$ cat config.mk
export PLATFORM = sky130hd
export DESIGN_NAME = led_blink_multi
export DESIGN_NICKNAME = d
export VERILOG_FILES = /design/src/rtl/led_blink_multi.sv
export SDC_FILE = /design/constraint.sdc
export NUM_CORES = 1
export LEC_CHECK = 0
export ABC_AREA = 1
export CORE_MARGIN = 2
export CORE_UTILIZATION = 35
export CTS_CLUSTER_SIZE = 12
export DETAILED_ROUTE_END_ITERATION = 10
export PLACE_DENSITY_LB_ADDON = 0.12
export SLEW_MARGIN = 40
export SYNTH_ARGS = -nofsm -noshare
export SYNTH_HDL_FRONTEND = slang
export SYNTH_SLANG_ARGS = --single-unit
export TNS_END_PERCENT = 50
$ cat constraint.sdc
create_clock -name clk -period 5 [get_ports clk]
set_input_delay 0.5 -clock clk [delete_from_list [all_inputs] [get_ports clk]]
set_output_delay 0.5 -clock clk [all_outputs]
set_load 0.005 [all_outputs]
$ cat src/rtl/led_blink_multi.sv
// Multi-channel LED driver: one shared tick prescaler feeding NUM_CH independent
// OFF / ON / BLINK / ONESHOT channels with runtime-programmable periods.
module led_blink_multi #(
    parameter int unsigned CLK_HZ   = 50_000_000,
    parameter int unsigned TICK_HZ  = 1_000,
    parameter int unsigned NUM_CH   = 4,
    parameter int unsigned PERIOD_W = 16
) (
    input  logic                clk,
    input  logic                rst,
    input  logic                cfg_we,
    input  logic [3:0]          cfg_ch,
    input  logic [1:0]          cfg_mode,
    input  logic [PERIOD_W-1:0] cfg_period,
    output logic [NUM_CH-1:0]   led,
    output logic [NUM_CH-1:0]   oneshot_done,
    output logic                tick
);

    localparam int unsigned PS     = CLK_HZ / TICK_HZ;
    localparam int unsigned PS_W   = (PS > 1) ? $clog2(PS) : 1;
    localparam logic [PS_W-1:0] PS_MAX = PS_W'(PS - 1);
    localparam logic [PERIOD_W-1:0] PERIOD_ONE = PERIOD_W'(1);

    typedef enum logic [1:0] {
        MODE_OFF     = 2'd0,
        MODE_ON      = 2'd1,
        MODE_BLINK   = 2'd2,
        MODE_ONESHOT = 2'd3
    } mode_t;

    logic [PS_W-1:0]     r_ps;
    logic                r_tick;

    mode_t               r_mode   [NUM_CH];
    logic [PERIOD_W-1:0] r_period [NUM_CH];
    logic [PERIOD_W-1:0] r_cnt    [NUM_CH];
    logic [NUM_CH-1:0]   r_led;
    logic [NUM_CH-1:0]   r_done;

    mode_t               w_mode   [NUM_CH];
    logic [PERIOD_W-1:0] w_period [NUM_CH];
    logic [PERIOD_W-1:0] w_cnt    [NUM_CH];
    logic [NUM_CH-1:0]   w_led;
    logic [NUM_CH-1:0]   w_done;
    logic [NUM_CH-1:0]   w_wr;
    logic [PERIOD_W-1:0] w_cfg_period;
    mode_t               w_cfg_mode;

    // Prescaler: tick is registered, so it rises the cycle after the count hits PS-1.
    always_ff @(posedge clk or posedge rst) begin
        if (rst) begin
            r_ps   <= '0;
            r_tick <= 1'b0;
        end else begin
            r_tick <= (r_ps == PS_MAX);
            if (r_ps == PS_MAX) begin
                r_ps <= '0;
            end else begin
                r_ps <= r_ps + PS_W'(1);
            end
        end
    end

    // Write decode; out-of-range channel indices match no channel and are dropped.
    always_comb begin
        w_wr = '0;
        for (int i = 0; i < NUM_CH; i++) begin
            w_wr[i] = cfg_we && (cfg_ch == 4'(i));
        end
    end

    assign w_cfg_period = (cfg_period == '0) ? PERIOD_ONE : cfg_period;
    assign w_cfg_mode   = mode_t'(cfg_mode);

    // Channel state register.
    always_ff @(posedge clk or posedge rst) begin
        if (rst) begin
            for (int i = 0; i < NUM_CH; i++) begin
                r_mode[i]   <= MODE_OFF;
                r_period[i] <= PERIOD_ONE;
                r_cnt[i]    <= '0;
            end
            r_led  <= '0;
            r_done <= '0;
        end else begin
            for (int i = 0; i < NUM_CH; i++) begin
                r_mode[i]   <= w_mode[i];
                r_period[i] <= w_period[i];
                r_cnt[i]    <= w_cnt[i];
            end
            r_led  <= w_led;
            r_done <= w_done;
        end
    end

    // Per-channel next state: a write overrides (and swallows) a coincident tick.
    always_comb begin
        w_led  = r_led;
        w_done = '0;
        for (int i = 0; i < NUM_CH; i++) begin
            w_mode[i]   = r_mode[i];
            w_period[i] = r_period[i];
            w_cnt[i]    = r_cnt[i];

            if (w_wr[i]) begin
                w_mode[i]   = w_cfg_mode;
                w_period[i] = w_cfg_period;
                w_cnt[i]    = '0;
                w_led[i]    = (w_cfg_mode != MODE_OFF);
            end else if (r_tick) begin
                unique case (r_mode[i])
                    MODE_BLINK: begin
                        if (r_cnt[i] == r_period[i] - PERIOD_ONE) begin
                            w_led[i] = ~r_led[i];
                            w_cnt[i] = '0;
                        end else begin
                            w_cnt[i] = r_cnt[i] + PERIOD_ONE;
                        end
                    end
                    MODE_ONESHOT: begin
                        if (r_cnt[i] == r_period[i] - PERIOD_ONE) begin
                            w_led[i]  = 1'b0;
                            w_mode[i] = MODE_OFF;
                            w_cnt[i]  = '0;
                            w_done[i] = 1'b1;
                        end else begin
                            w_cnt[i] = r_cnt[i] + PERIOD_ONE;
                        end
                    end
                    default: begin
                        w_cnt[i] = '0;
                    end
                endcase
            end
        end
    end

    assign led          = r_led;
    assign oneshot_done = r_done;
    assign tick         = r_tick;

endmodule

# ---- Word level (Yosys, flattened, before mapping)
# Index checks and enable logic that the tools add are counted.
dict set report totals {
  input_bits 25
  out_inout_bits 9
  regBits 161
  elab_cells 161
}
dict set report op_classes {
  reduce_logical 35
  mux 70
  addsub 9
  eq_ne 24
  bitwise_logic 4
}
# operator count
set op_table {}
lappend op_table {{$mux W16} 18}
lappend op_table {{$add A16 B1 Y16 const B} 5}
lappend op_table {{$eq A16 B16 Y1} 4}
lappend op_table {{$sub A16 B1 Y16 const B} 4}
lappend op_table {{$mux W1} 32}
lappend op_table {{$mux W2} 16}
lappend op_table {{$reduce_bool A2 Y1} 13}
lappend op_table {{$ne A3 B3 Y1 const B} 8}
lappend op_table {{$eq A16 B16 Y1 const B} 1}
lappend op_table {{$eq A2 B2 Y1 const B} 8}
lappend op_table {{$logic_not A16 Y1} 1}
lappend op_table {{$reduce_and A4 Y1} 4}
lappend op_table {{$reduce_and A3 Y1} 4}
lappend op_table {{$reduce_bool A3 Y1} 4}
lappend op_table {{$eq A4 B2 Y1 const B} 2}
lappend op_table {{$pmux W1 S2} 4}
lappend op_table {{$reduce_or A2 Y1} 4}
lappend op_table {{$eq A4 B1 Y1 const B} 1}
lappend op_table {{$logic_and A1 B1 Y1} 4}
lappend op_table {{$logic_not A4 Y1} 1}
lappend op_table {{$not A1 Y1} 4}

# ---- Longest topological paths before layout
dict set report depth {
  word_depth 6
  ltp_mapped 17
  ltp_nobuf 17
}

# ---- Worst setup path after synthesis
# OpenSTA, ideal clock, no wires.
dict set report synth_timing {
  kind {reg-to-reg}
  startpoint {register r_period[32] (netlist name)}
  endpoint {register r_cnt[34] (netlist name)}
  setup_time_ps 133
  t_arrival_ps 1916
  slack_ps 2951
  period_less_slack_ps 2049
  path_stages_with_launch 16
  path_buffers 1
  required_ps 4867
  cell_sequence {dfstp_2 -> inv_1 -> ha_1 -> nand2_1 -> inv_1 -> nor2_1 -> nand3_1 -> nor2_1 -> nand2_1 -> nor2_1 -> nand3_1 -> nor2_1 -> nand3_2 -> nand2_1 -> buf_4 -> o22ai_1}
}
dict set report synth_via {
  elab_chain_len 6
}
# item line_no
set synth_rtl {}
lappend synth_rtl {{start: declaration} 36} ;# logic [PERIOD_W-1:0] r_period [NUM_CH];
lappend synth_rtl {{start signal: indexed assignment} 89} ;# r_period[i] <= w_period[i];
lappend synth_rtl {{$sub A16 B1 Y16} {114, 122}}
lappend synth_rtl {{$eq A16 B16 Y1} {114, 122}}
lappend synth_rtl {{$mux W16} {114, 122}}
lappend synth_rtl {{$mux W16} -}
lappend synth_rtl {{$mux W16} 111} ;# end else if (r_tick) begin
lappend synth_rtl {{$mux W16} 106} ;# if (w_wr[i]) begin
lappend synth_rtl {{end signal: indexed assignment} 90} ;# r_cnt[i] <= w_cnt[i];
lappend synth_rtl {{end: declaration} 37} ;# logic [PERIOD_W-1:0] r_cnt [NUM_CH];
# No other way between the ends. The select of a mux whose other input is x is not followed.
# A chain may end at the register's enable or synchronous reset.

# ---- Worst setup path in the final report
dict set report layout_timing {
  startpoint {input port cfg_ch[3]}
  endpoint {register r_cnt[31] (netlist name)}
}
dict set report layout_via {
  elab_chain_len 3
  elab_cells_between_ends 4
  classes_between {1 x eq/ne; 1 x mux; 2 x reduce/logical}
}
# item line_no
set layout_rtl {}
lappend layout_rtl {{start: declaration} 12} ;# input logic [3:0] cfg_ch,
lappend layout_rtl {{$eq A4 B2 Y1 *} 69} ;# w_wr[i] = cfg_we && (cfg_ch == 4'(i));
lappend layout_rtl {{$logic_and A1 B1 Y1 *} 69}
lappend layout_rtl {{$mux W16 / $reduce_bool A2 Y1 (equally long branches)} -}
# Every way passes the cells marked *; elsewhere a longest branch is shown, timed or not.

==> metrics.yaml <==
crit_fanout: 23
viasPerCell: 4.74
critPathKind: "input port to flip-flop"
grtUsageTotal_pct: 19.0
grt_pass1_vias: 8851
required_ns: 5.36
final_core_util_pct: 40.1
synthTopCellsByArea: "dfrtp_1 37%, nand2_1 15%, xor2_1 6.6%"
fin_worst_skew_ns: 0.0154
numCtsBuffers: 17
ant_nets: 0
area_growth_syn_to_layout_pct: 12.8
critPathLaunchType: "input port"
fin_cells: 1886
postLayoutCellArea_mm2: 0.0119
status: "finished, final reports clean"
drv_cap: 0
fmax_mhz: 334
n_antenna_cell: 0
dieArea_mm2: 0.0315
start_util_pct: 35.5
synth_common_cells: "423 x nand2_1, 174 x inv_1, 159 x nor2_1"
synth_edf_count: 0
ys_warn_count: 0
grt_pass1_wl_um: 46900
netlist_area_mm2: 0.0105
cts.reportedPaths.clkPinSlew_ns: 0.07
antenna_found_initial: 0
synth.most_common_cell: "nand2_1"
clk_latency_ns: 0.45
cp-end-kind: "flip-flop"
max-slew-margin-rel_pct: 48.2
postCtsSetupBuffers: 0
rows: 63
ys_seq_area_share_pct: 38.3
cts_buffer_depth: 2
die_w_um: 177
globalplace.congestion: 0.824
synth_cells: 1452
drc_errors: 0
async_flop_share_pct: 100
dp_cells: 1854
finalSetupViolations: 0
io_buffers: 33
hold_class: "flip-flop to flip-flop"
coreArea_mm2: 0.0296
slew_viol_final: 0
hold_viol: 0
pwr_density_cell_mw_per_mm2: 345
ys_ff_latch: 161
drt-wirelength-per-cell_um: 14.9
tns_ns: 0
cts_resized: 0
synth_cell_types: 48
cts_root_buf: "clkbuf_16"
tritoncts: "yes"
rsz0062_at_grt: "false"
cts_sinks: 161
gr-total-overflow: 0
period_minus_slack_ns: 2.99
drt_iter0_markers: 445
tightestPinTransition_ns: 0.774
peakVddDrop_mv: 0.263
p_leak_nw: 5.38
synth_top_area_share_pct: 37.3
synth_nets: 1486
vias: 8943
grt_max_degree: 81
fin_crit_sh_pct: 59.8
drive_above_1_share_pct: 9.49
synth_top_cell_by_area: "dfrtp_1"
wirelength_um: 28100
dpl_cell_area_mm2: 0.0113
crit_arrival_ns: 3.35
die_y_um: 177
io_pins: 34
hold_buffers: 0
nets: 1517
synth_area_per_cell_um2: 7.26
yosys_most_used_dff: "dfrtp_1"
cts_max_level: 4
dp_hpwl_um: 21100
first_pass_iters: 5
## power by group
part / switching (W) / leakage (nW) / total, W / internal [W]
Sequential: 0.000197 / 2.09 / 0.00166 / 0.00146
Clock: 0.000662 / 0.301 / 0.00139 / 0.000724
Combinational: 0.000657 / 2.99 / 0.00106 / 0.000399
Total: 0.00152 / 5.38 / 0.00410 / 0.00259
## cell type report
class                           count  area [um2]
Clock inverter                     15         180
Fill cell                        3170       17800
Timing Repair Buffer               40         383
Multi-Input combinational cell   1076        5670
Sequential cell                   161        4030
Tap cell                          390         488
Clock buffer                       17         425
Inverter                          187         709
## cells in the final DEF (no fill, tap or decap), drive strengths merged, types with 3 or more instances in the layout
cell,n
o22ai,28
nor2,182
inv,198
o21bai,3
buf,7
nor4,13
and2,3
nand4,28
clkbuf,17
nor3,28
nor3b,3
o21ai,117
clkinv,3
xnor2,29
nand3b,7
ha,9
clkdlybuf4s50,33
xor2,79
nand3,90
a21oi,13
nand2,432
dfstp,4
dfrtp,157
## state kept, by name, indices dropped and copies added (netlist names)
name          count
led               4
oneshot_done      4
r_cnt            64
r_period         64
r_mode            8
tick              1
r_ps             16
## per-layer routing
layer  wire length (um)  track usage [%]  up-vias
li1                   -                -     4685
met1              14300             26.4     4140
met4                425             5.26        0
met5                  0                0        -
met3                661             3.30       24
met2              12700             30.4       94
## critical path, stage by stage
cell and delay, ns:
clkdlybuf4s50_1 0.42, nor2_1 0.14, nand2_1 0.10, nor2_1 0.10, buf_4 0.24, inv_1 0.35, nand2_1 0.70, nand2_1 0.10
inv_1 0.17, nand3_4 0.25, o21ai_0 0.26
## final timing paths
| path | cells after the start | endpoint | start | slack, ns |
|---|---|---|---|---|
| max | 11 | r_cnt[31]$_DFFE_PP0P_ | cfg_ch[3] | 2.01 |
| min | 1 | r_ps[0]$_DFF_PP0_ | r_ps[0]$_DFF_PP0_ | 0.47 |
| max reg2reg | 14 | r_cnt[44]$_DFFE_PP0P_ | r_period[32]$_DFFE_PP1P_ | 2.48 |
| min reg2reg | 1 | r_ps[0]$_DFF_PP0_ | r_ps[0]$_DFF_PP0_ | 0.47 |
| max in group asynchronous | 3 | r_ps[6]$_DFF_PP0_ | rst | 3.52 |
| min in group asynchronous | 2 | r_cnt[16]$_DFFE_PP0P_ | rst | 0.48 |
## metrics by stage
stage               setup slack [ns]  power, W  hold WS [ns]
detailed placement              1.54   0.00274         0.460
finish                          2.01   0.00410         0.472
global placement                1.61   0.00274         0.459
floorplan                      0.158   0.00245         0.433
CTS                             2.01   0.00415         0.469
global route                    1.68   0.00439         0.505
## cell families after synthesis
group | share of synthesized area, %
flip-flops | 38.3
buffers and inverters | 8.09
AO/OA/AOI/OAI | 9.95
AND/OR/NAND/NOR | 33.4
XOR/XNOR | 9.19
adder cells (fa/ha/maj) | 1.07
Note: power is estimated with default switching activity, not from simulation.
